`src/rtl/secuenciador_escritura_registros.sv`:
```
// Snapshots NUM_REGS local registers on start and writes them to the RTC bus controller
// at addresses 0..NUM_REGS-1 over a req/ack handshake; pulses done, or error on timeout.
module secuenciador_escritura_registros #(
    parameter int NUM_REGS    = 10,
    parameter int DATA_W      = 8,
    parameter int ADDR_W      = 4,
    parameter int TIMEOUT_CYC = 255
) (
    input  logic                       i_clk,
    input  logic                       i_reset,
    input  logic                       i_start,
    input  logic [NUM_REGS*DATA_W-1:0] i_datos_locales,
    input  logic                       i_wr_ack,
    output logic [ADDR_W-1:0]          o_addr_mem_local,
    output logic [DATA_W-1:0]          o_dato_escritura,
    output logic                       o_reg_wr,
    output logic                       o_busy,
    output logic                       o_done,
    output logic                       o_error
);

    localparam int CNT_W = $clog2(TIMEOUT_CYC + 1);
    localparam logic [CNT_W-1:0]  CNT_LAST  = CNT_W'(TIMEOUT_CYC - 1);
    localparam logic [ADDR_W-1:0] ADDR_LAST = ADDR_W'(NUM_REGS - 1);

    typedef enum logic [1:0] {
        S_IDLE,
        S_REQ,
        S_GAP,
        S_DONE
    } state_t;

    state_t                            r_state,    w_state_nxt;
    logic [NUM_REGS-1:0][DATA_W-1:0]   r_snapshot, w_snapshot_nxt;
    logic [ADDR_W-1:0]                 r_addr,     w_addr_nxt;
    logic [DATA_W-1:0]                 r_dato,     w_dato_nxt;
    logic [CNT_W-1:0]                  r_cnt,      w_cnt_nxt;
    logic                              r_reg_wr,   w_reg_wr_nxt;
    logic                              r_busy,     w_busy_nxt;
    logic                              r_done,     w_done_nxt;
    logic                              r_error,    w_error_nxt;
    logic [ADDR_W-1:0]                 w_addr_inc;

    assign w_addr_inc = r_addr + 1'b1;

    always_comb begin
        // NOTE: every next-value gets a default before the case so no path leaves one unassigned (no latches).
        w_state_nxt    = r_state;
        w_snapshot_nxt = r_snapshot;
        w_addr_nxt     = r_addr;
        w_dato_nxt     = r_dato;
        w_cnt_nxt      = r_cnt;
        w_reg_wr_nxt   = r_reg_wr;
        w_busy_nxt     = r_busy;
        w_done_nxt     = 1'b0;
        w_error_nxt    = 1'b0;

        case (r_state)
            S_IDLE: begin
                if (i_start) begin
                    w_state_nxt    = S_REQ;
                    w_snapshot_nxt = i_datos_locales;
                    w_addr_nxt     = '0;
                    w_dato_nxt     = i_datos_locales[DATA_W-1:0];
                    w_cnt_nxt      = '0;
                    w_reg_wr_nxt   = 1'b1;
                    w_busy_nxt     = 1'b1;
                end
            end
            S_REQ: begin
                // An ack arriving on the timeout edge still completes the write.
                if (i_wr_ack) begin
                    w_reg_wr_nxt = 1'b0;
                    if (r_addr == ADDR_LAST) begin
                        w_state_nxt = S_DONE;
                        w_done_nxt  = 1'b1;
                    end else begin
                        w_state_nxt = S_GAP;
                    end
                end else if (r_cnt == CNT_LAST) begin
                    w_state_nxt  = S_IDLE;
                    w_reg_wr_nxt = 1'b0;
                    w_busy_nxt   = 1'b0;
                    w_error_nxt  = 1'b1;
                end else begin
                    w_cnt_nxt = r_cnt + 1'b1;
                end
            end
            S_GAP: begin
                w_state_nxt  = S_REQ;
                w_addr_nxt   = w_addr_inc;
                w_dato_nxt   = r_snapshot[w_addr_inc];
                w_cnt_nxt    = '0;
                w_reg_wr_nxt = 1'b1;
            end
            S_DONE: begin
                w_state_nxt = S_IDLE;
                w_busy_nxt  = 1'b0;
            end
            default: begin
                w_state_nxt  = S_IDLE;
                w_reg_wr_nxt = 1'b0;
                w_busy_nxt   = 1'b0;
            end
        endcase
    end

    // NOTE: the snapshot is plain flops, not a RAM, so it is cleared by reset like the rest.
    always_ff @(posedge i_clk or negedge i_reset) begin
        if (!i_reset) begin
            r_state    <= S_IDLE;
            r_snapshot <= '0;
            r_addr     <= '0;
            r_dato     <= '0;
            r_cnt      <= '0;
            r_reg_wr   <= 1'b0;
            r_busy     <= 1'b0;
            r_done     <= 1'b0;
            r_error    <= 1'b0;
        end else begin
            // NOTE: non-blocking so every register updates from pre-edge values.
            r_state    <= w_state_nxt;
            r_snapshot <= w_snapshot_nxt;
            r_addr     <= w_addr_nxt;
            r_dato     <= w_dato_nxt;
            r_cnt      <= w_cnt_nxt;
            r_reg_wr   <= w_reg_wr_nxt;
            r_busy     <= w_busy_nxt;
            r_done     <= w_done_nxt;
            r_error    <= w_error_nxt;
        end
    end

    assign o_addr_mem_local = r_addr;
    assign o_dato_escritura = r_dato;
    assign o_reg_wr         = r_reg_wr;
    assign o_busy           = r_busy;
    assign o_done           = r_done;
    assign o_error          = r_error;

endmodule

```
`config.mk`:
```
export PLATFORM = sky130hd
export DESIGN_NAME = secuenciador_escritura_registros
export DESIGN_NICKNAME = d
export VERILOG_FILES = /design/src/rtl/secuenciador_escritura_registros.sv
export SDC_FILE = /design/constraint.sdc
export NUM_CORES = 1
export LEC_CHECK = 0
export ABC_AREA = 1
export ABC_CLOCK_PERIOD_IN_PS = 2700
export CORE_ASPECT_RATIO = 1.1
export CORE_UTILIZATION = 35
export CTS_CLUSTER_DIAMETER = 30
export CTS_CLUSTER_SIZE = 28
export DETAILED_ROUTE_END_ITERATION = 6
export GPL_TIMING_DRIVEN = 1
export PLACE_DENSITY = 0.63
export SETUP_SLACK_MARGIN = 0.2
export SLEW_MARGIN = 0
export SYNTH_ARGS = -nofsm -noshare
export SYNTH_HDL_FRONTEND = slang
export SYNTH_SLANG_ARGS = --single-unit
```
`constraint.sdc`:
```
create_clock -name i_clk -period 2.7 [get_ports i_clk]
set_input_delay 0.27 -clock i_clk [delete_from_list [all_inputs] [get_ports i_clk]]
set_output_delay 0.27 -clock i_clk [all_outputs]
set_load 0.02 [all_outputs]
```
==> results.rst <==
.. list-table::
   :header-rows: 1

   * - Metric
     - Value
   * - Row Count
     - 46
   * - Buf+Inv Stages, Crit Path
     - 2
   * - Syn_nets
     - 787
   * - Synth Cell Area
     - 5250 um2
   * - Quantity of gates resized following cts
     - 0
   * - Horizontal extent of the die
     - 119 um
   * - Antenna violations before repair
     - 0
   * - Yosys warnings
     - 0
   * - Via Count
     - 4466
   * - Placed insts
     - 964
   * - Gate Count Post-Synth
     - 699
   * - Post-route minimum period
     - 2000 ps
   * - Area of the placeable core
     - 14600 um2
   * - Kind of critical path
     - reg -> reg
   * - Power Density
     - 1030 nW/um2
   * - Status
     - complete, no violations
   * - Count of nets after finishing
     - 872
   * - Top cell type's share of synthesized area
     - 50.5%
   * - Hold Startpoint
     - i_datos_locales[68]
   * - RD Place Congestion
     - 0.804
   * - Detailed-placement wirelength estimate
     - 9.49 mm
   * - Final wirelength
     - 13.2 mm
   * - Register area share after synthesis
     - 50.5%
   * - Clock tree root driver cell
     - sky130_fd_sc_hd__clkbuf_16
   * - Maximum net fanout on the critical path
     - 49
   * - Initial standard-cell utilization of the core
     - 36.1%
   * - Share of layout cells above drive strength 1
     - 5.71%
   * - Deepest clock path buffer count
     - 2
   * - Worst IR Drop VDD
     - 378 uV
   * - Number of I/O pins
     - 100
   * - Number of distinct library cells after synthesis
     - 29
   * - ANT cells
     - 0
   * - Pin count of the biggest net entering global routing
     - 60
   * - Num CTS Buffers
     - 9
   * - Source of the critical timing path
     - o_addr_mem_local[0]
   * - Startpoint types
     - flop
   * - Share of the cycle needed by the critical path after routing
     - 73.9%
   * - Setup bufs post-CTS
     - 0
   * - Global-route congestion overflow total
     - 0
   * - Number of buffers inserted by port buffering
     - 99
   * - Final number of hold-violating endpoints
     - 0
   * - Category of the worst setup path capture point
     - flop
   * - Worst r2r path cells
     - 10
   * - Iteration count of the initial detailed-routing pass
     - 5
   * - Hold Path Class
     - in -> reg
   * - Highest Clock Rate
     - 501 MHz
   * - Avg Cell Area, Syn
     - 7.52 um2
   * - RSZ-0062 raised after global routing
     - no
   * - Commonest cells after routing, fill and taps aside
     - sky130_fd_sc_hd__nand2_1 (283), sky130_fd_sc_hd__dfrtp_1 (106), sky130_fd_sc_hd__clkdlybuf4s50_1 (98)
   * - Slew at the pin with the worst max-slew slack
     - 691 ps
   * - Most common cell after layout, fill and taps aside
     - sky130_fd_sc_hd__nand2_1
   * - Worst slew margin relative to its limit
     - 53.9%
   * - Setup TNS
     - 0 ps
   * - Hold Path Cell Cnt
     - 3
   * - Worst path top cell family by delay
     - buffers and inverters
   * - Largest stage delay on the critical path
     - 440 ps
   * - Skew-Pair Late Insertion Delay
     - 350 ps
   * - Largest cells by area after synthesis
     - sky130_fd_sc_hd__dfrtp_1 (50%), sky130_fd_sc_hd__nand2_1 (20%), sky130_fd_sc_hd__nand3_1 (6.5%), sky130_fd_sc_hd__o21ai_0 (5.7%), sky130_fd_sc_hd__inv_1 (5.3%)
   * - Area growth syn-to-layout
     - 27.6%
   * - Number of clock sinks
     - 106
   * - Worst clock skew
     - 8.00 ps
   * - H-Tree Level Count
     - 3
   * - Final std cells w/o fill
     - 980
   * - Stages on the worst setup path
     - 10
   * - Leakage power
     - 0.00330 uW
   * - Setup-violating endpoint count in the final report
     - 0
   * - Global-route wire length before repair
     - 21.9 mm
   * - Antenna-violating nets left
     - 0
   * - Global routing usage summed across all routing layers
     - 18.2%
   * - Arrival time worst endpoint
     - 2250 ps
   * - Hold-fix buffers at CTS
     - 1
   * - Routed wire per std cell
     - 13.4 um
   * - Number of flip-flops and latches in the synthesized netlist
     - 106
   * - Die Area
     - 15500 um2
   * - Crit-path cells
     - buf_4 > inv_2 > nand2_1 > nand2_1 > nand3_1 > nor2_1 > nor2_1 > nand2_1 > nand2_1 > nand2_1
   * - Clock transition at the registers of the reported paths
     - 70 ps
   * - CTS tree
     - built
   * - Remaining DRCs
     - 0
   * - Final Max Slew Viols
     - 0
   * - Die height
     - 131 um
   * - Drt initial violations
     - 252
   * - Vias in the first global route
     - 4406
   * - Detail-routed via count per cell
     - 4.56
   * - Max-cap violations
     - 0
   * - Critical path data required time
     - 2950 ps
   * - Most area-hungry cell type in the Yosys netlist
     - sky130_fd_sc_hd__dfrtp_1
   * - Slowest stage cell on the critical path
     - sky130_fd_sc_hd__buf_4
   * - Worst r2r src
     - o_addr_mem_local[0]
   * - Worst path most repeated cell
     - sky130_fd_sc_hd__nand2_1
registers in the layout, summed over array words and instances (netlist names), 2 cells and up:
register          count
r_snapshot           80
o_dato_escritura      8
r_cnt                 8
o_addr_mem_local      4
r_state               2
cell usage after synthesis (all sizes together):
library cell  instances
o21ai                68
nor3                  3
clkinv                1
nand2               287
or2                   2
nor2                 37
nand3                68
xor2                  1
clkbuf                6
dfrtp               106
o22ai                 3
buf                  29
inv                  78
o211a                 1
nand4                 3
ha                    4
a21oi                 2
worst paths after layout:
path                                        to  slack, ps
min in group asynchronous       r_snapshot[53]        490
hold reg to reg                 r_snapshot[58]        480
hold / removal                  r_snapshot[68]        450
setup / recovery           o_dato_escritura[1]        700
max in group asynchronous             r_cnt[5]       1360
setup reg to reg           o_dato_escritura[1]        700
layout make-up:
class                   instances  area (um2)
fillers                      1457        7860
flip-flops and latches        106        2650
multi-input cells             479        2120
repair buffers                109        1090
inverters                      79         298
clock buffers                  13         270
well taps                     192         240
clock inverters                 2        35.0
worst reg2reg max path, delay by kind of cell (launching register included):
kind / cells / cell delay, ps
and+or+nand+nor: 8 / 660
buffers and inverters: 2 / 820
DFF: 1 / 420
cells by family after synthesis:
| group | count (synthesis) | synth area share [%] |
|---|---|---|
| AND/OR/NAND/NOR | 400 | 31.5 |
| buffers and inverters | 114 | 9.22 |
| flip-flops | 106 | 50.5 |
| AO/OA/AOI/OAI | 74 | 7.72 |
| adder cells (fa/ha/maj) | 4 | 0.953 |
| XOR/XNOR | 1 | 0.167 |
metrics by stage:
| stage | worst slack [ps] | instance area (um2) | power (uW) | utilization, % | hold WS (ps) |
|---|---|---|---|---|---|
| 2_1_floorplan | 975 | 5250 | 4670 | - | -25.6 |
| 3_3_place_gp | 730 | 6390 | 5570 | 43.9 | 360 |
| 3_5_place_dp | 704 | 6390 | 5620 | 43.9 | 361 |
| 4_1_cts | 700 | 6700 | 6990 | 46.0 | 436 |
| 5_1_grt | 471 | 6700 | 7530 | 46.0 | 460 |
| 6_report | 705 | 6700 | 6920 | 46.0 | 446 |
power breakdown:
| group | switching, uW | internal (uW) |
|---|---|---|
| Sequential | 308 | 2280 |
| Clock | 565 | 789 |
| Combinational | 1880 | 1100 |
| Total | 2750 | 4160 |
layer usage:
layer,track usage (%),up-vias,routed length [um]
met5,0,-,0
met4,8.56,0,310
met3,2.60,16,497
met2,29.3,94,5970
met1,24.5,2029,6380
li1,-,2327,-
No activity file was read; power rests on OpenSTA's default activity.
